<file path="src/rtl/seg7_debug_display.sv">
// Shows a 32-bit debug word as hex digits on a multiplexed common-anode 7-segment display.
// The word is snapshotted once per scan frame, and each digit slot opens with a few anode-off cycles.
module seg7_debug_display #(
  parameter int REFRESH_DIV = 100000,
  parameter int BLANK_CYC   = 4,
  parameter int NUM_DIGITS  = 8
) (
  input  logic        clk,
  input  logic        rst,
  input  logic [31:0] dbg_data,
  input  logic        lz_en,
  input  logic [7:0]  dp_mask,
  output logic [7:0]  an,
  output logic [6:0]  seg,
  output logic        dp,
  output logic        frame_tick
);

  localparam int DIV_W = (REFRESH_DIV > 1) ? $clog2(REFRESH_DIV) : 1;
  localparam int IDX_W = (NUM_DIGITS > 1) ? $clog2(NUM_DIGITS) : 1;
  localparam logic [DIV_W-1:0] DIV_LAST  = DIV_W'(REFRESH_DIV - 1);
  localparam logic [DIV_W-1:0] BLANK_END = DIV_W'(BLANK_CYC);
  localparam logic [IDX_W-1:0] IDX_LAST  = IDX_W'(NUM_DIGITS - 1);

  logic [DIV_W-1:0] div_cnt;
  logic [IDX_W-1:0] idx;
  logic [31:0]      shadow;

  logic [3:0] nibble;
  logic       lz_hide;
  logic       blank;
  logic       frame_start;

  function automatic logic [6:0] hex7(input logic [3:0] v);
    case (v)
      4'h0: hex7 = 7'b1000000;
      4'h1: hex7 = 7'b1111001;
      4'h2: hex7 = 7'b0100100;
      4'h3: hex7 = 7'b0110000;
      4'h4: hex7 = 7'b0011001;
      4'h5: hex7 = 7'b0010010;
      4'h6: hex7 = 7'b0000010;
      4'h7: hex7 = 7'b1111000;
      4'h8: hex7 = 7'b0000000;
      4'h9: hex7 = 7'b0010000;
      4'hA: hex7 = 7'b0001000;
      4'hB: hex7 = 7'b0000011;
      4'hC: hex7 = 7'b1000110;
      4'hD: hex7 = 7'b0100001;
      4'hE: hex7 = 7'b0000110;
      default: hex7 = 7'b0001110;
    endcase
  endfunction

  // A digit is a leading zero when it and every more-significant nibble are zero.
  always_comb begin
    nibble      = 4'(shadow >> {idx, 2'b00});
    lz_hide     = lz_en && (idx != '0) && ((shadow >> {idx, 2'b00}) == 32'h0);
    blank       = (div_cnt < BLANK_END) || lz_hide;
    frame_start = (div_cnt == '0) && (idx == '0);
  end

  always_ff @(posedge clk) begin
    if (rst) begin
      div_cnt    <= '0;
      idx        <= '0;
      shadow     <= 32'h0;
      an         <= 8'hFF;
      seg        <= 7'h7F;
      dp         <= 1'b1;
      frame_tick <= 1'b0;
    end else begin
      if (div_cnt == DIV_LAST) begin
        div_cnt <= '0;
        idx     <= (idx == IDX_LAST) ? '0 : idx + IDX_W'(1);
      end else begin
        div_cnt <= div_cnt + DIV_W'(1);
      end

      if (frame_start) shadow <= dbg_data;
      frame_tick <= frame_start;

      // Outputs follow the pre-edge state, so the frame-start cycle still shows the old
      // shadow; it is always inside the blanking window, so the old value is never visible.
      an  <= blank ? 8'hFF : ~(8'b1 << idx);
      seg <= hex7(nibble);
      dp  <= blank ? 1'b1 : ~dp_mask[idx];
    end
  end

endmodule

</file>
<file path="config.mk">
export PLATFORM = sky130hd
export DESIGN_NAME = seg7_debug_display
export DESIGN_NICKNAME = d
export VERILOG_FILES = /design/src/rtl/seg7_debug_display.sv
export SDC_FILE = /design/constraint.sdc
export NUM_CORES = 1
export LEC_CHECK = 0
export BUFFER_PORTS_ARGS = -buffer_cell sky130_fd_sc_hd__clkbuf_2
export CAP_MARGIN = 20
export CORE_AREA = 2 2 83 85
export CTS_CLUSTER_DIAMETER = 30
export DETAILED_ROUTE_END_ITERATION = 10
export DIE_AREA = 0 0 85 87
export PLACE_DENSITY = 0.75
export SETUP_SLACK_MARGIN = 0.15
export SLEW_MARGIN = 20
export SYNTH_ARGS = -nofsm -noshare
export SYNTH_HDL_FRONTEND = slang
export SYNTH_SLANG_ARGS = --single-unit
</file>
<file path="constraint.sdc">
create_clock -name clk -period 7.1 [get_ports clk]
set_input_delay 1.42 -clock clk [delete_from_list [all_inputs] [get_ports clk]]
set_output_delay 1.42 -clock clk [all_outputs]
set_load 0.01 [all_outputs]
</file>
== Yosys cells after proc, flatten, opt, wreduce, memory -nomap -nowiden ==
Memory sizes are Yosys's and may differ from the RTL's. A register that Yosys moved wholly into a read port is not among the register bits.
Index checks and enable logic that the tools add are counted.
Cells by class
  add/sub/neg operators: 2
  reductions and logical operators: 10
  shift-type cells: 2
  mux-type cells: 3
  order comparisons: 2
  div/mod/pow operators: 0
  $mul: 0
  bitwise logic cells: 2
  equality and inequality tests: 2
Operators with widths (number)
  $logic_not 32->1: 1
  $shr 32x5->32: 1
  $add 17x1->17 const B: 1
  $eq 17x17->1 const B: 1
  $logic_not 17->1: 1
  $lt 17x3->1 const B: 1
  $not 8->8: 1
  $shl 1x3->8 const A: 1
  $lt 3x4->1 const B: 1
  $reduce_or 2->1: 2
  $add 3x1->3 const B: 1
  $bmux 1 s3: 1
  $eq 3x3->1 const B: 1
  $logic_and 1x1->1: 3
  $logic_not 3->1: 1
  $mux 3: 1
  $reduce_bool 3->1: 1
  $logic_or 1x1->1: 1
  $mux 1: 1
  $not 1->1: 1
Storage, ports and cells
  ROM bits: 112
  latch bits: 0
  output and inout port bits: 17
  memories kept: 1
  memory bits (writable): 0
  register bits: 62
Memory list
  (no name shown): depth 16, width 7, rd ports 1, clocked after memory_dff 1, wr ports 0, line 35  | case (v)

== Longest topological paths before layout ==
  word-level depth: 5
  gate-level depth with buffers: 10
  gate-level depth less buffers: 8

== Worst setup path after synthesis ==
Ideal clock, no wire load.
  kind: reg2reg
  start point: register idx[0]
  end point: register an[3]
  stages on the path, launching flop included: 10
  required time: 7.022 ns
  library setup time: 0.078 ns
  clock period less this slack: 2.500 ns
  data arrival time: 2.422 ns
  path slack: 4.600 ns
  buffers on the path: 1
  cells stage by stage: dfxtp_1 -> buf_6 -> mux4_2 -> mux2_4 -> inv_1 -> ha_1 -> nand3b_1 -> a311oi_1 -> nand2_4 -> a32oi_1
On the way
  cells in the longest elaborated chain, start to end: 5
RTL lines
  start, declared: line 26  | logic [IDX_W-1:0] idx;
  start signal, assigned: line 75  | idx <= (idx == IDX_LAST) ? '0 : idx + IDX_W'(1);
  $shr 32x5->32 / $reduce_bool 3->1 (equally long branches): line 58  | lz_hide = lz_en && (idx != '0) && ((shadow >> {idx, 2'b00}) == 32'h0);
  $logic_not 32->1 / $logic_and 1x1->1 (equally long branches): line 58
  $logic_and 1x1->1: line 58
  $logic_or 1x1->1: line 59  | blank = (div_cnt < BLANK_END) || lz_hide;
  $reduce_or 2->1 (no line)
  end signal, assigned: line 85  | an <= blank ? 8'hFF : ~(8'b1 << idx);
  end, declared: line 13  | output logic [7:0] an,
Several ways; a longest one is shown, not always the timed one.
A chain may end at the register's enable or synchronous reset.

== Worst setup path in the final report ==
  start point: register idx[0]
  end point: register an[7]
Same word-level chain as after synthesis.

==> out/metrics.sh <==
STATUS='complete, no violations'
CLOCK.FMAX_MHz=308
VIA_COUNT_OF_THE_FIRST_GLOBAL_ROUTING_PASS=2588
STARTPOINT_TYPE='flop'
FINAL_NET_COUNT=478
LAYOUT_COMMONEST_CELL='dfxtp_1'
SYNTH_SEQ_CELLS=69
YS_WARN_COUNT=0
RSZ0062_AT_GRT='no'
MAIN_COMBINATIONAL_CELL_FAMILY_BY_AREA_AFTER_SYNTHESIS='simple AND/OR/NAND/NOR gates'
SETUP.WORST_PATH.CLASS='flop to flop'
CTS_REPAIR_RESIZE_COUNT=0
FIN_SKEW_PS=6.78
HOLD_PATH.CLASS='flop to flop'
INITIAL_CORE_UTIL_PCT=51.7
FINAL_HOLD_VIOL_COUNT=0
DP.FINAL_HPWL_UM=5180
GRT_OVERFLOW=0
ROW_COUNT=30
FP.COREAREA_MM2=0.00657
RRSETUPSLACK_PS=3850
FINAL_MAX_SLEW_VIOLS=0
TIMING.FINAL.CRIT_PERIOD_PS=3250
YS.FLOP_TYPE='dfxtp_1'
WL_PER_CELL_UM=14.2
CTS-BUFFERS-INSERTED=9
PORT-BUFFER-COUNT=59
NUMBER_OF_ENABLE_TYPE_REGISTER_CELLS_IN_THE_SYNTHESIZED_NETLIST=0
MAX_SLEW.WORST_PIN.SLEW_PS=936
SYNTH.DISTINCT_CELLS=50
DIE-HEIGHT_UM=87
ROUTE.ANTENNA.REMAINING_NETS=0
CRIT_CHAIN='mux4_2, mux2i_1, ha_1, nand3b_1, a311oi_1, nand2_4, a32oi_1'
REGISTER_AREA_SHARE_AFTER_SYNTHESIS_PCT=40.7
SYNTH-COMPOUND-AREA-SHARE_PCT=16.1
SYNTHXORXNORAREAFRAC_PCT=3.87
TOTAL_LEAKAGE_POWER_uW=0.00163
MAXIMUM_NUMBER_OF_PINS_ON_ONE_NET_BEFORE_GLOBAL_ROUTE_REPAIR=47
ASYNCSETRESETFLOPFRACSYNTH_PCT=0
SYN-NUM-NETS=430
FP.DIEAREA_MM2=0.00740
YOSYS.AREA_SHARE.ADDER_PCT=4.79
CRITICAL-PATH-SLOWEST-CELL='dfxtp_1'
PLACE_CONGESTION=0.839
FINAL.PERIOD_UTILIZATION_PCT=45.8
TRACK_USAGE_PCT=20.6
CLOCK_SINKS=69
MOSTFREQUENTLAYOUTCELLS='dfxtp_1, clkbuf_2, nand2_1, a21oi_1, o21ai_0'
FINALSETUPTNS_PS=0
CTS.REPORTEDPATHS.CLKPINSLEW_PS=70
DRT-TOTAL-WL_UM=7210
CTS_TREE='yes'
ANTENNA_VIOLATIONS_BEFORE_REPAIR=0
SYNTH_SIMPLE_GATE_AREA_SHARE_PCT=18.4
DETAILROUTE.VIA_COUNT=2875
CLOCK_PATH_BUFFERS=2
HTREE_NUM_LEVELS=3
POST-ROUTE-UTIL_PCT=59.1
DIE_BOUNDARY_WIDTH_UM=85
MAPPEDNETLISTAREA_MM2=0.00340
ROUTE.DETAILED.DRC=0
GRT_FIRST_PASS_WIRELENGTH_UM=12100
INSERTEDDIODECOUNT=0
IOPINCOUNT=60
CRITICAL_PATH_ARRIVAL_PS=3520
SYN_AVG_CELL_AREA_UM2=9.08
POST_CTS_BUFFERS=0
POST_SYNTH_INST_COUNT=374
INSERTION_DELAY_PS=350
WORST-PATH-MAX-FANOUT=21
MUXSHAREOFSYNTHAREA_PCT=11.7
SLEW_HEADROOM_PCT=37.6
CP-END-KIND='flop'
VIA_CELL_RATIO=5.67
CTS_ROOT_BUFFER='clkbuf_8'
POWERDENSITY_mW_PER_MM2=226
CRITICAL_PATH_REQUIRED_PS=7370
DELAY_OF_THE_SLOWEST_CELL_ON_THE_WORST_PATH_PS=930
DRIVE_ABOVE_1_SHARE_PCT=22.5
DRV_CAP=0
SYN_TO_FINAL_GROWTH_PCT=14.4
IR_WORST_VDD_uV=134
CTS.HOLD.BUFFERS_ADDED=0
DRT_FIRST_PASS_ITERS=4
FINALSETUPVIOLCOUNT=0
DRT_ITER0_DRC=106
==> critical path: cells and delay by family (launching register included) <==
kind / cells / cell delay, ps
flops: 1 / 930
fa+ha+maj: 1 / 260
simple gates: 2 / 220
mux: 2 / 1060
compound gates: 2 / 690
==> registers in the layout (all words and copies together) (netlist names) <==
name	count
an	8
idx	3
shadow	32
seg	7
dp	1
div_cnt	17
frame_tick	1
==> per-stage QoR <==
stage / cell area [µm²] / total power (µW) / setup slack [ps] / hold WS, ps / cells
final: 3880 / 877 / 3850 / 455 / 507
after global routing: 3880 / 922 / 3490 / 481 / 507
after CTS: 3880 / 883 / 3690 / 458 / 507
after detailed placement: 3690 / 574 / 3710 / 443 / 491
after global placement: 3690 / 570 / 3800 / 434 / 491
after floorplan: 3400 / 533 / 4600 / 425 / 374
==> layout make-up <==
| type | count | area, µm² |
|---|---|---|
| tap | 80 | 100 |
| timing repair buffer | 60 | 303 |
| sequential | 69 | 1380 |
| clock inverter | 5 | 50.0 |
| clock buffer | 11 | 141 |
| multi-input combinational | 272 | 1870 |
| inverter | 10 | 37.5 |
| fill | 600 | 2690 |
==> per-layer routing <==
metal	GRT usage, %	wire length [µm]	vias to the layer above
met5	0	0	-
met4	5.63	87	0
met3	6.54	380	9
met2	32.3	3390	83
met1	27.4	3350	1357
li1	-	-	1426
==> path summary, 6_finish.rpt <==
kind | startpoint | endpoint | cells past startpoint
worst max register to register | idx[0] | an[7] | 7
worst max-delay path | idx[0] | an[7] | 7
worst min-delay path | div_cnt[0] | div_cnt[0] | 1
worst min register to register | div_cnt[0] | div_cnt[0] | 1
==> synthesized netlist by cell type, drive strengths merged, types with 2 or more instances <==
cell,count,area (µm²)
o211ai,2,15.0
nor4,10,77.6
o21ai,36,180
dfxtp,69,1380
xnor2,6,52.6
a211o,3,26.3
a32oi,2,17.5
and2,4,28.8
nor2b,3,18.8
nand4,8,50.1
and4,2,17.5
mux2,2,30.0
and3,7,43.8
mux4,11,255
buf,10,65.1
clkbuf,13,48.8
xor2,9,78.8
a211oi,3,22.5
nand2,48,190
nor2,32,123
a21oi,38,190
ha,13,163
nand3,5,25.0
mux2i,10,113
inv,10,37.5
nor3,6,30.0
==> where the power goes <==
part	total, µW	internal (µW)	switching (µW)
Sequential	430	412	17.7
Combinational	137	58.8	78.4
Clock	310	169	141
==> kinds of logic (layout without fill, tap and decap cells) <==
family / Yosys count / count (layout)
simple gates: 128 / 128
flops: 69 / 69
fa+ha+maj: 13 / 13
xor+xnor: 15 / 15
mux: 23 / 23
buf+inv: 33 / 86
compound gates: 93 / 93
Power figures use the tool's default switching activity.
